## src/rtl/tmds_pkg.sv

```systemverilog
// Shared TMDS definitions for the DVI transmit path.
//   TMDS_CTRL_xx : 10-bit control tokens, indexed by c1c0.
//   IDLE_LO/HI   : the c1c0=00 token split into the two 15-bit halves
//                  the gearbox emits (low 5 bits of each channel first).
//   gb_state_e   : gearbox sequencing states.
package tmds_pkg;

  localparam logic [9:0] TMDS_CTRL_00 = 10'b1101010100;
  localparam logic [9:0] TMDS_CTRL_01 = 10'b0010101011;
  localparam logic [9:0] TMDS_CTRL_10 = 10'b0101010100;
  localparam logic [9:0] TMDS_CTRL_11 = 10'b1010101011;

  // {ch2,ch1,ch0} slices of TMDS_CTRL_00: 15'h5294 and 15'h6B5A.
  localparam logic [14:0] IDLE_LO = {3{TMDS_CTRL_00[4:0]}};
  localparam logic [14:0] IDLE_HI = {3{TMDS_CTRL_00[9:5]}};

  typedef enum logic {
    GB_PREFILL = 1'b0,
    GB_RUN     = 1'b1
  } gb_state_e;

endpackage

```

## src/rtl/tmds_gearbox_30to15_ram.sv

```systemverilog
// Word store for the 30-to-15 gearbox.
//   pclkx2 : write clock
//   we     : write enable, wdata stored at waddr on the rising edge
//   raddr  : read address; rdata follows it combinationally
module tmds_gearbox_30to15_ram #(
  parameter int DEPTH = 4
) (
  input  logic                       pclkx2,
  input  logic                       we,
  input  logic [$clog2(DEPTH)-1:0]   waddr,
  input  logic [29:0]                wdata,
  input  logic [$clog2(DEPTH)-1:0]   raddr,
  output logic [29:0]                rdata
);

  logic [29:0] mem_q [DEPTH];

  // Storage is not reset; the pointers/level in the top decide what is valid.
  always_ff @(posedge pclkx2) begin
    if (we) mem_q[waddr] <= wdata;
  end

  assign rdata = mem_q[raddr];

endmodule

```

## src/rtl/tmds_gearbox_30to15.sv

```systemverilog
// 30-to-15-bit TMDS gearbox, pclkx2 domain.
// Takes one packed 30-bit encoder word per pixel clock and emits one 15-bit
// serializer slice per pclkx2 cycle, first half first. When starved it emits
// the c1c0=00 control token so the serializers keep a DC-balanced stream.
//   pclkx2     : gearbox clock (2x pixel clock)
//   rstin      : asynchronous active-high reset
//   din        : {r[4:0],g[4:0],b[4:0],r[9:5],g[9:5],b[9:5]}
//   din_valid  : write strobe
//   clr_flags  : synchronous clear of underflow/overflow
//   dout       : {ch2,ch1,ch0} 5-bit slices
//   dout_first : dout holds a first half
//   running    : streaming real data
//   level      : stored word count
//   underflow  : sticky, word boundary found buffer empty while running
//   overflow   : sticky, a write was dropped on a full buffer
//
// state      | meaning
// GB_PREFILL | emitting idle token, waiting for PREFILL words
// GB_RUN     | emitting buffered words, one half per cycle
module tmds_gearbox_30to15
  import tmds_pkg::*;
#(
  parameter int DEPTH   = 4,
  parameter int PREFILL = 2
) (
  input  logic                     pclkx2,
  input  logic                     rstin,
  input  logic [29:0]              din,
  input  logic                     din_valid,
  input  logic                     clr_flags,
  output logic [14:0]              dout,
  output logic                     dout_first,
  output logic                     running,
  output logic [$clog2(DEPTH):0]   level,
  output logic                     underflow,
  output logic                     overflow
);

  localparam int AW = $clog2(DEPTH);
  localparam int LW = AW + 1;

  gb_state_e     state_q, state_d;
  logic          phase_q, phase_d;
  logic [AW-1:0] wr_ptr_q, wr_ptr_d;
  logic [AW-1:0] rd_ptr_q, rd_ptr_d;
  logic [LW-1:0] level_q, level_d;
  logic [14:0]   half_q, half_d;
  logic [14:0]   dout_q, dout_d;
  logic          first_q, first_d;
  logic          running_q, running_d;
  logic          underflow_q, underflow_d;
  logic          overflow_q, overflow_d;

  logic          pop;
  logic          wr_en;
  logic          uf_set;
  logic          of_set;
  logic [29:0]   rd_word;

  tmds_gearbox_30to15_ram #(.DEPTH(DEPTH)) u_ram (
    .pclkx2 (pclkx2),
    .we     (wr_en),
    .waddr  (wr_ptr_q),
    .wdata  (din),
    .raddr  (rd_ptr_q),
    .rdata  (rd_word)
  );

  always_comb begin
    state_d = state_q;
    phase_d = ~phase_q;
    first_d = ~phase_q;
    dout_d  = dout_q;
    half_d  = half_q;
    pop     = 1'b0;
    uf_set  = 1'b0;

    // phase_q==0 marks a word boundary; phase_q==1 completes the word.
    case (state_q)
      GB_PREFILL: begin
        if (!phase_q) begin
          if (level_q >= LW'(PREFILL)) begin
            state_d = GB_RUN;
            pop     = 1'b1;
            dout_d  = rd_word[29:15];
            half_d  = rd_word[14:0];
          end else begin
            dout_d = IDLE_LO;
          end
        end else begin
          dout_d = IDLE_HI;
        end
      end
      GB_RUN: begin
        if (!phase_q) begin
          if (level_q != '0) begin
            pop    = 1'b1;
            dout_d = rd_word[29:15];
            half_d = rd_word[14:0];
          end else begin
            uf_set  = 1'b1;
            dout_d  = IDLE_LO;
            state_d = GB_PREFILL;
          end
        end else begin
          dout_d = half_q;
        end
      end
      default: begin
        state_d = GB_PREFILL;
        dout_d  = IDLE_LO;
      end
    endcase

    // A pop in the same cycle frees the slot the write lands in.
    wr_en  = din_valid && ((level_q != LW'(DEPTH)) || pop);
    of_set = din_valid && (level_q == LW'(DEPTH)) && !pop;

    wr_ptr_d = wr_ptr_q + AW'(wr_en);
    rd_ptr_d = rd_ptr_q + AW'(pop);

    case ({wr_en, pop})
      2'b10:   level_d = level_q + LW'(1);
      2'b01:   level_d = level_q - LW'(1);
      default: level_d = level_q;
    endcase

    running_d   = (state_d == GB_RUN);
    underflow_d = uf_set | (underflow_q & ~clr_flags);
    overflow_d  = of_set | (overflow_q & ~clr_flags);
  end

  always_ff @(posedge pclkx2 or posedge rstin) begin
    if (rstin) begin
      state_q     <= GB_PREFILL;
      phase_q     <= 1'b0;
      wr_ptr_q    <= '0;
      rd_ptr_q    <= '0;
      level_q     <= '0;
      half_q      <= IDLE_HI;
      dout_q      <= IDLE_LO;
      first_q     <= 1'b1;
      running_q   <= 1'b0;
      underflow_q <= 1'b0;
      overflow_q  <= 1'b0;
    end else begin
      state_q     <= state_d;
      phase_q     <= phase_d;
      wr_ptr_q    <= wr_ptr_d;
      rd_ptr_q    <= rd_ptr_d;
      level_q     <= level_d;
      half_q      <= half_d;
      dout_q      <= dout_d;
      first_q     <= first_d;
      running_q   <= running_d;
      underflow_q <= underflow_d;
      overflow_q  <= overflow_d;
    end
  end

  assign dout       = dout_q;
  assign dout_first = first_q;
  assign running    = running_q;
  assign level      = level_q;
  assign underflow  = underflow_q;
  assign overflow   = overflow_q;

endmodule

```

## config.mk

```make
export PLATFORM = sky130hd
export DESIGN_NAME = tmds_gearbox_30to15
export DESIGN_NICKNAME = d
export VERILOG_FILES = /design/src/rtl/tmds_pkg.sv /design/src/rtl/tmds_gearbox_30to15_ram.sv /design/src/rtl/tmds_gearbox_30to15.sv
export SDC_FILE = /design/constraint.sdc
export NUM_CORES = 1
export LEC_CHECK = 0
export CAP_MARGIN = 0
export CORE_AREA = 2 2 85 148
export CTS_BUF_LIST = sky130_fd_sc_hd__clkbuf_8
export CTS_CLUSTER_DIAMETER = 60
export DETAILED_ROUTE_END_ITERATION = 10
export DIE_AREA = 0 0 87 150
export DONT_BUFFER_PORTS = 1
export GPL_ROUTABILITY_DRIVEN = 0
export PLACE_DENSITY = 0.76
export SLEW_MARGIN = 20
export SYNTH_ARGS = -nofsm -noshare
export SYNTH_HDL_FRONTEND = slang
export SYNTH_SLANG_ARGS = --single-unit
```

## constraint.sdc

```tcl
create_clock -name pclkx2 -period 4 [get_ports pclkx2]
set_input_delay 0.8 -clock pclkx2 [delete_from_list [all_inputs] [get_ports pclkx2]]
set_output_delay 0.8 -clock pclkx2 [all_outputs]
set_load 0.05 [all_outputs]
```

==> metrics.md <==
| Metric | Value |
|---|---|
| Largest net degree at the start of global routing | `43` |
| DP Worst Slack | `1140 ps` |
| Reg2Reg Depth | `5` |
| Synth Instances | `278` |
| Via count | `~2,600` |
| Sequential Power Share | `a little under three fifths` |
| Setup bufs post-CTS | `0` |
| Internal | `~3.6 mW` |
| Sw power | `around 1.7 mW` |
| Register Area | `4680 um^2` |
| Clock power share | `23.8%` |
| Share of Yosys cell area claimed by the top area cell type | `59.6%` |
| Combinational power share | `between 10% and 20%` |
| Die Span Y | `150 um` |
| Filler cells | `812` |
| Final Critical Period | `2820 ps` |
| Post-Syn Nets | `316` |
| Clock root buffer | `clkbuf_8` |
| Cell chain of the critical path | `nor4bb_1, nand2b_1, inv_1, and3_1, buf_4` |
| Status | `finished clean` |
| Die area | `13,100 um^2` |
| Pwr Density | `between 700 and 800 nW/um^2` |
| Fin worst setup slack | `approximately 1200 ps` |
| Starting DRT DRC Count | `165` |
| Met3 Usage GRT | `6.23%` |
| Register bit total from synthesis | `approximately 160` |
| # IOs | `56` |
| Number of max-cap violations | `0` |
| CTS tree | `done` |
| Count leader, synth | `edfxtp_1` |
| Cts bufs inserted | `17` |
| Share of layout cells above drive strength 1 | `roughly a third` |
| Starting Density | `50.9%` |
| CTS resizes | `0` |
| Routed WL | `about 9500 um` |
| Tcrit/Tclk final | `between 70% and 80%` |
| Worst setup SP type | `register` |
| Worst Max-Slew Pin Slew | `about 980 ps` |
| Commonest register cell after synthesis | `edfxtp_1` |
| Setup CP Type | `register to register` |
| Yosys cell types | `36` |
| Nets | `roughly 330` |
| Leakage power total | `2.34 nW` |
| Ant. Diodes | `0` |
| ANT nets after route | `0` |
| Core Area | `roughly 12,000 um^2` |
| Critical Path RT | `4120 ps` |
| Port Buffer Count | `0` |
| Total clock sinks | `162` |
| Worst IR Drop VDD | `approximately 0.31 mV` |
| CTS Buffer Depth | `2` |
| Final hold violation count | `0` |
| Area of the multi-input gates | `1300 um^2` |
| Clock Skews | `around 12 ps` |
| Arrival time at the worst endpoint | `around 3000 ps` |
| Sw Ratio | `between 30% and 40%` |
| Hold slack final | `355 ps` |
| Max stage delay on crit path | `between 800 and 900 ps` |
| Area Growth Syn to Fin | `10.5%` |
| Grt met2 use | `between 20% and 30%` |
| Ranking of synthesized cells by area | `edfxtp_1 (60%), mux4_2 (11%), dfrtp_1 (11%), dfstp_2 (7.0%), mux2_2 (1.7%)` |
| Grt total ovfl | `0` |
| CP Capture Type | `register` |
| Post-route DRC | `0` |
| Endpoints failing setup | `0` |
| Commonest cells in the synthesized netlist | `edfxtp_1 (120), mux4_2 (30), dfrtp_1 (26)` |
| Clock Latency Late Sink | `440 ps` |
| Post-DR wirelength/cell | `between 20 and 25 um` |
| Max Freq | `approximately 350 MHz` |
| Most Used Layer, Global Route | `met2` |
| Hold buffer count at cts | `0` |
| Rows | `between 50 and 60` |
| Synth area leader | `edfxtp_1` |
| First-pass GRT wire length | `roughly 15,000 um` |
| Number of global-route vias before repair | `around 2,800` |
| Synthesized area | `approximately 6000 um^2` |
| Fraction of registers with async set/reset | `about a quarter` |
| Die width | `between 80 and 90 um` |
| H-tree depth | `4` |
| Clock slew at reported path FFs | `80 ps` |
| Yosys warns | `0` |
| Critical Path Fanout Max | `19` |
| Slew HR | `around a third` |
| Met1 usage | `between 10% and 20%` |
| Syn_area_per_cell | `around 22 um^2` |
| Detailed Place HPWL | `slightly above 6000 um` |
| EDFF count, synth | `120` |
| RSZ-0062 raised after global routing | `no` |
| Sequential share of the synthesized area | `between 70% and 80%` |
| DRT Pass-1 Iters | `4` |
| Setup TNS | `0 ps` |
| Initial antenna violation count | `0` |
| Max-slew violation count | `0` |
| CP max stage cell | `and3_1` |
| Via density | `between 5 and 6` |
| GRT Util Overall | `between 10% and 20%` |
| Worst Hold Class | `input port to async pin` |
==> layout make-up <==
type / count / share of cell area (%)
well taps: 137 / 2.57
flip-flops and latches: 162 / 70.0
multi-input cells: 98 / 19.5
repair buffers: 7 / 0.787
clock buffers: 19 / 3.91
inverters: 8 / 0.487
clock inverters: 13 / 2.75
==> kinds of logic after synthesis <==
kind of cell / Yosys count / synth area share [%]
adders and majority gates: 4 / 0.952
AOI/OAI and AO/OA: 21 / 2.94
DFF: 162 / 77.3
muxes: 46 / 14.5
and+or+nand+nor: 22 / 2.15
buffers and inverters: 18 / 1.43
xor gates and xnor gates: 5 / 0.724
==> flip-flops by register name, summed over array words and instances (netlist names) <==
signal and flops:
u_ram.mem_q 120, dout 15, half_q 15, level 3, rd_ptr_q 2, wr_ptr_q 2
dout_first 1, overflow 1, phase_q 1, running 1, underflow 1
==> per-stage QoR <==
step	total power [mW]	area [um^2]	utilization, %	std cells
floorplan	3.79	6050	-	278
global placement	4.07	6230	52.5	412
detailed placement	4.11	6230	52.5	412
CTS	5.39	6680	56.3	444
global route	5.56	6680	56.3	444
finish	5.32	6680	56.3	444
==> final timing paths <==
path / startpoint / end / slack [ps]
max: level[0] / u_ram.mem_q[3][4] / 1180
min: rstin / dout[6] / 360
max reg2reg: level[0] / u_ram.mem_q[3][4] / 1180
min reg2reg: half_q[2] / dout[2] / 530
max in group asynchronous: rstin / rd_ptr_q[0] / 3240
min in group pclkx2: din[16] / u_ram.mem_q[3][16] / 450
==> power groups by stage <==
stage / Clock [mW] / Sequential (mW) / Combinational [mW]
finish: 1.27 / 3.01 / 1.04
global route: 1.37 / 3.07 / 1.12
CTS: 1.30 / 3.03 / 1.06
detailed placement: 0 / 3.06 / 1.05
global placement: 0 / 3.03 / 1.03
floorplan: 0 / 2.88 / 0.913
==> worst max-delay path: cells and delay by family, from the launching register on <==
kind | cells | cell delay, ps
AND/OR/NAND/NOR | 3 | 1270
flip-flops | 1 | 750
buffers and inverters | 2 | 480
==> layout by cell type (no fill, tap or decap), drive strengths merged, types with 4 or more instances in the layout <==
| cell | synthesis | routed |
|---|---|---|
| edfxtp | 120 | 120 |
| mux4 | 30 | 30 |
| dfrtp | 26 | 26 |
| clkbuf | 1 | 19 |
| dfstp | 16 | 16 |
| mux2 | 15 | 15 |
| clkinv | 0 | 8 |
| buf | 9 | 7 |
| inv | 8 | 7 |
| nand2b | 6 | 6 |
| a22o | 6 | 6 |
| nand2 | 5 | 5 |
| xor2 | 4 | 4 |
| bufinv | 0 | 4 |
==> routing by layer <==
metal,share of wire (%),vias up
li1,-,1145
met1,37,1320
met2,54,75
met3,6.1,19
met4,2.3,0
met5,0,-
No activity file was read; power rests on OpenSTA's default activity.
